===== src/rtl/sram_port_arbiter.sv =====
// Two-requester arbiter/sequencer for a shared SRAM: one access at a time, registered strobes and acks.
// Tie-break policy: define SRAM_ARB_RR_EN for round-robin, otherwise requester A has fixed priority.
module sram_port_arbiter #(
  parameter int ADDR_WIDTH = 4,
  parameter int DATA_WIDTH = 4,
  parameter int TIMEOUT    = 3
) (
  input  logic                  clk,
  input  logic                  rst,
  input  logic                  a_req,
  input  logic                  a_we,
  input  logic [ADDR_WIDTH-1:0] a_addr,
  input  logic [DATA_WIDTH-1:0] a_wdata,
  input  logic                  b_req,
  input  logic                  b_we,
  input  logic [ADDR_WIDTH-1:0] b_addr,
  input  logic [DATA_WIDTH-1:0] b_wdata,
  output logic                  a_ack,
  output logic                  a_err,
  output logic [DATA_WIDTH-1:0] a_rdata,
  output logic                  b_ack,
  output logic                  b_err,
  output logic [DATA_WIDTH-1:0] b_rdata,
  output logic                  mem_read,
  output logic                  mem_write,
  output logic [ADDR_WIDTH-1:0] mem_read_addr,
  output logic [ADDR_WIDTH-1:0] mem_write_addr,
  output logic [DATA_WIDTH-1:0] mem_wr_data,
  input  logic [DATA_WIDTH-1:0] mem_rd_data,
  input  logic                  mem_rd_done,
  input  logic                  mem_wr_done,
  output logic                  busy,
  output logic [1:0]            dbg_state_o,
  output logic                  dbg_last_b_o
);

  // Handshake: a requester holds req (with we/addr/wdata stable) until its one-cycle
  // ack; it may drop req or present a new request on the edge that ends the ack cycle.

  typedef enum logic [1:0] {
    IDLE  = 2'd0,
    ISSUE = 2'd1,
    WAIT  = 2'd2,
    DONE  = 2'd3
  } state_t;

  localparam int CW = (TIMEOUT < 1) ? 1 : $clog2(TIMEOUT + 1);

  state_t                state_q;
  logic                  win_b_q;
  logic                  last_b_q;
  logic                  we_q;
  logic [ADDR_WIDTH-1:0] addr_q;
  logic [DATA_WIDTH-1:0] wdata_q;
  logic [CW-1:0]         cnt_q;
  logic                  busy_q;
  logic                  mem_read_q, mem_write_q;
  logic                  a_ack_q, a_err_q, b_ack_q, b_err_q;
  logic [DATA_WIDTH-1:0] a_rdata_q, b_rdata_q;
  logic                  grant_b_d;
  logic                  sel_we_d;
  logic                  done_match_d;

  always_comb begin
    grant_b_d = 1'b0;
    if (a_req && b_req) begin
`ifdef SRAM_ARB_RR_EN
      grant_b_d = ~last_b_q;
`else
      grant_b_d = 1'b0;
`endif
    end else if (b_req) begin
      grant_b_d = 1'b1;
    end
  end

  assign sel_we_d     = grant_b_d ? b_we : a_we;
  assign done_match_d = we_q ? mem_wr_done : mem_rd_done;

  always_ff @(posedge clk) begin
    if (!rst) begin
      state_q     <= IDLE;
      win_b_q     <= 1'b0;
      last_b_q    <= 1'b1;
      we_q        <= 1'b0;
      addr_q      <= '0;
      wdata_q     <= '0;
      cnt_q       <= '0;
      busy_q      <= 1'b0;
      mem_read_q  <= 1'b0;
      mem_write_q <= 1'b0;
      a_ack_q     <= 1'b0;
      a_err_q     <= 1'b0;
      b_ack_q     <= 1'b0;
      b_err_q     <= 1'b0;
      a_rdata_q   <= '0;
      b_rdata_q   <= '0;
    end else begin
      // Strobes, acks and errs are single-cycle pulses unless re-asserted below.
      mem_read_q  <= 1'b0;
      mem_write_q <= 1'b0;
      a_ack_q     <= 1'b0;
      a_err_q     <= 1'b0;
      b_ack_q     <= 1'b0;
      b_err_q     <= 1'b0;
      case (state_q)
        IDLE: begin
          if (a_req || b_req) begin
            win_b_q     <= grant_b_d;
            we_q        <= sel_we_d;
            addr_q      <= grant_b_d ? b_addr : a_addr;
            wdata_q     <= grant_b_d ? b_wdata : a_wdata;
            mem_write_q <= sel_we_d;
            mem_read_q  <= ~sel_we_d;
            busy_q      <= 1'b1;
            state_q     <= ISSUE;
          end
        end
        ISSUE: begin
          cnt_q   <= '0;
          state_q <= WAIT;
        end
        WAIT: begin
          if (done_match_d) begin
            if (!we_q && win_b_q)  b_rdata_q <= mem_rd_data;
            if (!we_q && !win_b_q) a_rdata_q <= mem_rd_data;
            a_ack_q <= ~win_b_q;
            b_ack_q <= win_b_q;
            state_q <= DONE;
          end else if (cnt_q == CW'(TIMEOUT)) begin
            a_ack_q <= ~win_b_q;
            b_ack_q <= win_b_q;
            a_err_q <= ~win_b_q;
            b_err_q <= win_b_q;
            state_q <= DONE;
          end else begin
            cnt_q <= cnt_q + CW'(1);
          end
        end
        DONE: begin
          last_b_q <= win_b_q;
          busy_q   <= 1'b0;
          state_q  <= IDLE;
        end
        default: begin
          busy_q  <= 1'b0;
          state_q <= IDLE;
        end
      endcase
    end
  end

  assign a_ack          = a_ack_q;
  assign a_err          = a_err_q;
  assign a_rdata        = a_rdata_q;
  assign b_ack          = b_ack_q;
  assign b_err          = b_err_q;
  assign b_rdata        = b_rdata_q;
  assign mem_read       = mem_read_q;
  assign mem_write      = mem_write_q;
  assign mem_read_addr  = addr_q;
  assign mem_write_addr = addr_q;
  assign mem_wr_data    = wdata_q;
  assign busy           = busy_q;
  assign dbg_state_o    = state_q;
  assign dbg_last_b_o   = last_b_q;

endmodule

===== config.mk =====
export PLATFORM = sky130hd
export DESIGN_NAME = sram_port_arbiter
export DESIGN_NICKNAME = d
export VERILOG_FILES = /design/src/rtl/sram_port_arbiter.sv
export SDC_FILE = /design/constraint.sdc
export NUM_CORES = 1
export LEC_CHECK = 0
export CAP_MARGIN = 30
export CORE_MARGIN = 8
export CORE_UTILIZATION = 34
export DETAILED_ROUTE_END_ITERATION = 12
export PLACE_DENSITY = 0.64
export SETUP_SLACK_MARGIN = 0.4
export SYNTH_ARGS = -nofsm -noshare
export SYNTH_HDL_FRONTEND = slang
export SYNTH_SLANG_ARGS = --single-unit

===== constraint.sdc =====
create_clock -name clk -period 1.95 [get_ports clk]
set_input_delay 0.2925 -clock clk [delete_from_list [all_inputs] [get_ports clk]]
set_output_delay 0.2925 -clock clk [all_outputs]
set_load 0.02 [all_outputs]

==> impl_metrics.csv <==
group,metric,value,unit
outcome,status,"finished, final reports clean",
routing,ant_nets,0,
sta,fin_crit,1.496,ns
routing,first_iter_violations,28,
cells_and_area,fillerInstances,357,
routing,drc,0,
critical_path,path_class,"reg2out",
critical_path,worstSetupEndpointType,"primary output",
synth,synth_cell_types,29,
critical_path,cp_top_family,"buffers and inverters",
cts,clock_latency,0.28,ns
global_routing,grtUsageTotal,11.70,%
critical_path,required,1.66,ns
cts,cts_made_buffers,5,
sta,fin_crit_sh,76.73,%
cts,cts.sinks,30,
global_routing,grt_pass1_wl,5727,um
floorplan,ios,58,
critical_path,cp_max_fo,2,
run,max_cap_violations,0,
sta,slew_violations,0,
global_routing,overflow,0,
cts,clockBufferDepth,2,
sta,finalHoldViolations,0,
sta,rsz0062_at_grt,"no",
sta,relSlewSlack,74.87,%
critical_path,arrival,1.20,ns
placed_design,gp_congestion,0.7683,
floorplan,rows,22,
cells_and_area,multiInputGateArea,651.9,um2
cells_and_area,layout.nets,220,
routing,met3_length,378,um
min_path,hp-class,"reg2reg",
global_routing,grt_pass1_vias,1193,
synth,syn_area,1309,um2
cts,cts_tree,"built",
synth,ys_seq_area_share,45.89,%
power,ir_drop,0.4820,mV
global_routing,grt_max_degree,13,
sta,tightest_slew,0.3665,ns
floorplan,die_h,78.04,um
cells_and_area,diodes,0,
routing,wl_met1,1511,um
global_routing,antenna_found_initial,0,
sta,setup_viol,0,
routing,dr.max_layer_used,"met4",
synth,syn_inst,129,
synth,ys.flop_type,"dfxtp_1",
cells_and_area,regArea,603.1,um2
floorplan,die_width,78.04,um
synth,synth_edf_count,0,
synth,avgSynthCellArea,10.15,um2
critical_path,cp_num_buf_inv,1,
synth,syn_nets,164,
synth,ys_ff_latch,30,
routing,wire_per_inst,14.99,um
critical_path,crit_path_start_kind,"flop",
sta,final.setup.tns,0,ns
cells_and_area,area_growth,56.12,%
cts,clkSlewWorstSetupHoldPaths,0.06,ns
routing,wl_met2,1565,um
synth,async_reset_ff_share,0,%
power,power_density,1023,nW/um2
floorplan,core-area,3689,um2
cts,cts_root_buf,"clkbuf_8",
synth,synth_warnings,0,
routing,vias,1120,
critical_path,max_stage_delay,0.60,ns
sta,fin_worst_skew,0.003096,ns
placed_design,post-place-ws,0.2994,ns
placed_design,io_buffers,57,
power,leakagePower,1.085,nW
floorplan,start_util,35.48,%
cts,cts_hold_buf,0,
placed_design,detailed_place_hpwl,2672,um
sta,setup_slack,0.4537,ns
routing,wl,3492,um
cts,cts_setup_buffers,0,
critical_path,cp_slowest_cell,"clkdlybuf4s50_1",
cts,cts_htree_levels,2,
cells_and_area,drive_gt1_share,9.189,%
sta,fmax,668.3,MHz
routing,dr.pass1.iters,4,
floorplan,die-area,6090,um2
critical_path,crit_chain,"clkdlybuf4s50_1",
routing,viasPerCell,4.807,
[cell families (layout without fill, tap and decap cells)]
group                      count (synthesis)  count (layout)  synth area share, %
and+or+nand+nor                           35              35                13.86
DFF                                       30              30                45.89
muxes                                     21              21                16.06
AOI/OAI and AO/OA                         19              19                10.61
buffers and inverters                     17              73                6.883
adders and majority gates                  7               7                6.692
[sequential cells by signal, summed over array words and instances, names as in the netlist, 2 cells and up]
name           flops
mem_wr_data        4
mem_read_addr      4
dbg_state_o        2
a_rdata            4
cnt_q              2
b_rdata            4
[worst paths after layout]
check | from | end | slack, ns | cells past startpoint
max | mem_wr_data[3] | mem_wr_data[3] | 0.45 | 1
min | cnt_q[1] | cnt_q[1] | 0.47 | 2
max reg2reg | dbg_state_o[0] | a_rdata[1] | 0.51 | 6
min reg2reg | cnt_q[1] | cnt_q[1] | 0.47 | 2
[routing by layer]
metal / track usage, % / vias to the layer above
met2: 17.48 / 46
met5: 0 / -
met4: 6.111 / 0
met1: 12.79 / 516
met3: 6.948 / 4
li1: - / 554
[stage by stage]
| step | util [%] | hold WS, ns | cell area [um2] | cells | power [W] |
|---|---|---|---|---|---|
| after floorplan | - | 0.3926 | 1310 | 129 | 0.001316 |
| after global placement | 51.39 | 0.4485 | 1896 | 226 | 0.001645 |
| after detailed placement | 51.39 | 0.4591 | 1896 | 226 | 0.001659 |
| after CTS | 53.56 | 0.4728 | 1976 | 233 | 0.002106 |
| after global routing | 55.39 | 0.4977 | 2043 | 233 | 0.002231 |
| final | 55.39 | 0.4660 | 2043 | 233 | 0.002091 |
[placed cells by master, fill, tap and decap left out, types with 2 or more instances in the layout]
master and n:
a21oi_1 3, buf_4 3, clkbuf_1 2, clkbuf_8 5, clkdlybuf4s50_1 33, dfxtp_1 28
dfxtp_2 2, dlygate4sd2_1 7, dlymetal6s2s_1 17, ha_1 6, inv_1 5, mux2i_1 21
nand2_1 8, nand3b_1 2, nor2_1 10, nor2b_1 3, nor3_1 2, o2bb2ai_1 8
[layout make-up]
cell class	count	area share, %
Inverter	6	1.225
Timing Repair Buffer	60	30.68
Multi-Input combinational cell	82	31.90
Tap cell	48	2.939
Clock buffer	7	3.735
Sequential cell	30	29.52
[what timing repair did]
action                                  4_1_cts  5_1_grt
pin swaps                                     0        0
endpoints found under the setup margin       14       32
gates resized for setup                      10       24
hold endpoints to repair                      0        0
[where the power goes]
part | switching [W] | leakage [nW] | internal (W)
combinational | 0.000422 | 0.801 | 0.000384
clock | 0.000210 | 0.0383 | 0.000245
sequential | 0.0000981 | 0.245 | 0.000731
total | 0.000730 | 1.08 | 0.00136
[synth_stat cells, types with 2 or more instances]
library cell	number	share of area, %
mux2i_1	21	16
nor2_1	10	2.9
o2bb2ai_1	8	5.4
nand2_1	8	2.3
a31oi_1	2	0.96
a21oi_1	3	1.1
nor2b_1	3	1.4
inv_1	6	1.7
nor3b_1	2	1.1
nand3b_1	2	1.1
and2_1	2	0.96
buf_4	6	3.4
nor3_1	2	0.76
ha_1	7	6.7
dfxtp_1	30	46
clkbuf_1	2	0.57
buf_2	3	1.1
Note: power is estimated with default switching activity, not from simulation.
==> edit: new RTL, config.mk and constraints unchanged <==
Change the parameter `DATA_WIDTH` from 4 to 3.
--- a/src/rtl/sram_port_arbiter.sv
+++ b/src/rtl/sram_port_arbiter.sv
@@ -3,5 +3,5 @@
 module sram_port_arbiter #(
   parameter int ADDR_WIDTH = 4,
-  parameter int DATA_WIDTH = 4,
+  parameter int DATA_WIDTH = 3,
   parameter int TIMEOUT    = 3
 ) (
Ports: changed (6 resized); port bits go from 58 to 52. No check against the original RTL was run, so the function may have changed too.
==> edit against the original RTL <==
Setup slack improved by 30 ps. Total power is 19% lower. Critical path depth increased by 4. Register-to-register slack worse by 30 ps. Area after synthesis fell by 7.8%. Sequential cell count fell by 3. Fmax is 2.0% higher. Cell area is 15% lower. Wire length decreased by 11%. Critical path type is now flip-flop to flip-flop. Highest routed layer unchanged.
==> edit: results (changes against the original RTL) <==
{
  "grt_start_max_net_pins": {"value": 16, "change": "was 13"},
  "synth.mux.area_fraction": {"value": 14.9, "unit": "%", "change": "was 16.1%"},
  "htree_num_levels": {"value": 1, "change": "was 2"},
  "critPathMaxStageDelay": {"value": 400, "unit": "ps", "change": "was 600 ps"},
  "synth_top_cells_by_area": {"value": "sky130_fd_sc_hd__dfxtp_1 45%, sky130_fd_sc_hd__mux2i_1 15%, sky130_fd_sc_hd__ha_1 7.3%, sky130_fd_sc_hd__o2bb2ai_1 5.1%, sky130_fd_sc_hd__buf_4 3.1%", "change": "was sky130_fd_sc_hd__dfxtp_1 46%, sky130_fd_sc_hd__mux2i_1 16%, sky130_fd_sc_hd__ha_1 6.7%, sky130_fd_sc_hd__o2bb2ai_1 5.4%, sky130_fd_sc_hd__buf_4 3.4%"},
  "adder_and_majority_cell_fraction_of_the_synthesized_area": {"value": 7.26, "unit": "%", "change": "was 6.69%"},
  "first_pass_grt_wire_length": {"value": 4980, "unit": "um", "change": "was 5730 um"},
  "worst_path_max_delay_cell": {"value": "sky130_fd_sc_hd__dfxtp_2", "change": "was sky130_fd_sc_hd__clkdlybuf4s50_1"},
  "via_count_of_the_first_global_routing_pass": {"value": 1047, "change": "was 1193"},
  "power.ir.vdd_worst": {"value": 0.451, "unit": "mV", "change": "was 0.482 mV"},
  "finClkSkew": {"value": 15.7, "unit": "ps", "change": "was 3.10 ps"},
  "status": {"value": "completed", "change": "unchanged"},
  "detailed_place_hpwl": {"value": 2490, "unit": "um", "change": "was 2670 um"},
  "sequential_share_of_the_synthesized_area": {"value": 44.8, "unit": "%", "change": "was 45.9%"},
  "clkSlewWorstSetupHoldPaths": {"value": 150, "unit": "ps", "change": "was 60 ps"},
  "max_freq": {"value": 682, "unit": "MHz", "change": "was 668 MHz"},
  "route.vias.total": {"value": 990, "change": "was 1120"},
  "cells_on_worst_hold_path": {"value": 1, "change": "was 2"},
  "grt_usage": {"value": 11.3, "unit": "%", "change": "was 11.7%"},
  "cts_buffers": {"value": 3, "change": "was 5"},
  "iteration_0_drc_markers": {"value": 56, "change": "was 28"},
  "netlist-cell-type-count": {"value": 33, "change": "was 29"},
  "finalWeightedCongestion": {"value": 0.796, "change": "was 0.768"},
  "port-buffer-count": {"value": 51, "change": "was 57"},
  "path_class": {"value": "flip-flop to flip-flop", "change": "was flip-flop to primary output"},
  "clk_root_buffer_cell": {"value": "sky130_fd_sc_hd__clkbuf_4", "change": "was sky130_fd_sc_hd__clkbuf_8"}
}
-- edit: cell types whose count changed in the layout (fill, tap and decap cells not counted), moves of 2 or more --
cell,delta
sky130_fd_sc_hd__clkbuf_1,-2
sky130_fd_sc_hd__clkbuf_4,+3
sky130_fd_sc_hd__clkbuf_8,-5
sky130_fd_sc_hd__clkdlybuf4s50_1,-9
sky130_fd_sc_hd__dfxtp_1,-3
sky130_fd_sc_hd__dlygate4sd2_1,+20
sky130_fd_sc_hd__dlymetal6s2s_1,-17
sky130_fd_sc_hd__mux2i_1,-3
sky130_fd_sc_hd__nor2_1,-2
-- edit: cells by family after synthesis --
kind of cell    count (synthesis)
simple gates                   33
flops                          27
compound gates                 18
mux                            18
buf+inv                        14
fa+ha+maj                       7
-- edit: metrics by stage --
| stage | hold slack [ps] | instances | total power, mW |
|---|---|---|---|
| 4_1_cts | 476 | 212 | 1.70 |
| 3_5_place_dp | 449 | 208 | 1.54 |
| 3_3_place_gp | 448 | 208 | 1.53 |
| 6_report | 476 | 212 | 1.70 |
| 2_1_floorplan | 393 | 117 | 1.23 |
| 5_1_grt | 496 | 212 | 1.82 |
-- edit: layout make-up --
class                           instances  area [um2]
Inverter                                6        22.5
Multi-Input combinational cell         76         597
Timing Repair Buffer                   53         492
Sequential cell                        27         543
Tap cell                               46        57.6
Clock buffer                            3        22.5
Fill cell                             346        1620
Clock inverter                          1        5.00
-- edit: metal layers --
metal | global-route usage, % | vias up | part of all wire (%)
met1 | 12.4 | 460 | 41
met3 | 5.00 | 2 | 6.8
met5 | 0 | - | 0
met4 | 2.56 | 0 | 0.71
li1 | - | 503 | -
met2 | 19.5 | 25 | 51
-- edit: how the worst min path moves through the flow --
| stage | end | slack, ps |
|---|---|---|
| 3_3_place_gp | mem_wr_data[2]$_SDFFE_PN0P_ | 450 |
| 2_1_floorplan | win_b_q$_SDFFE_PN0P_ | 390 |
| 3_5_place_dp | mem_wr_data[2]$_SDFFE_PN0P_ | 450 |
| 6_report | mem_wr_data[1]$_SDFFE_PN0P_ | 480 |
| 4_1_cts | mem_wr_data[2]$_SDFFE_PN0P_ | 480 |
| 5_1_grt | mem_wr_data[2]$_SDFFE_PN0P_ | 500 |
-- edit: where the power goes --
part	internal (mW)	total [mW]	switching [mW]	leakage, nW
logic	0.319	0.713	0.395	0.558
registers	0.660	0.741	0.0812	0.221
clock network	0.0770	0.242	0.165	0.0177
-- edit: timing repair --
action                                  CTS  global route
setup buffers                             0             0
pin swaps                                 0             0
gates resized for setup                  27             6
endpoints found under the setup margin   27            18
hold buffers                              0             0
-- edit: worst register-to-register path: cells and delay by family, from the launching register on --
family	cells	cell delay [ps]
compound gates	1	230
fa+ha+maj	1	260
buf+inv	1	100
flops	1	400
mux	1	220
simple gates	1	190
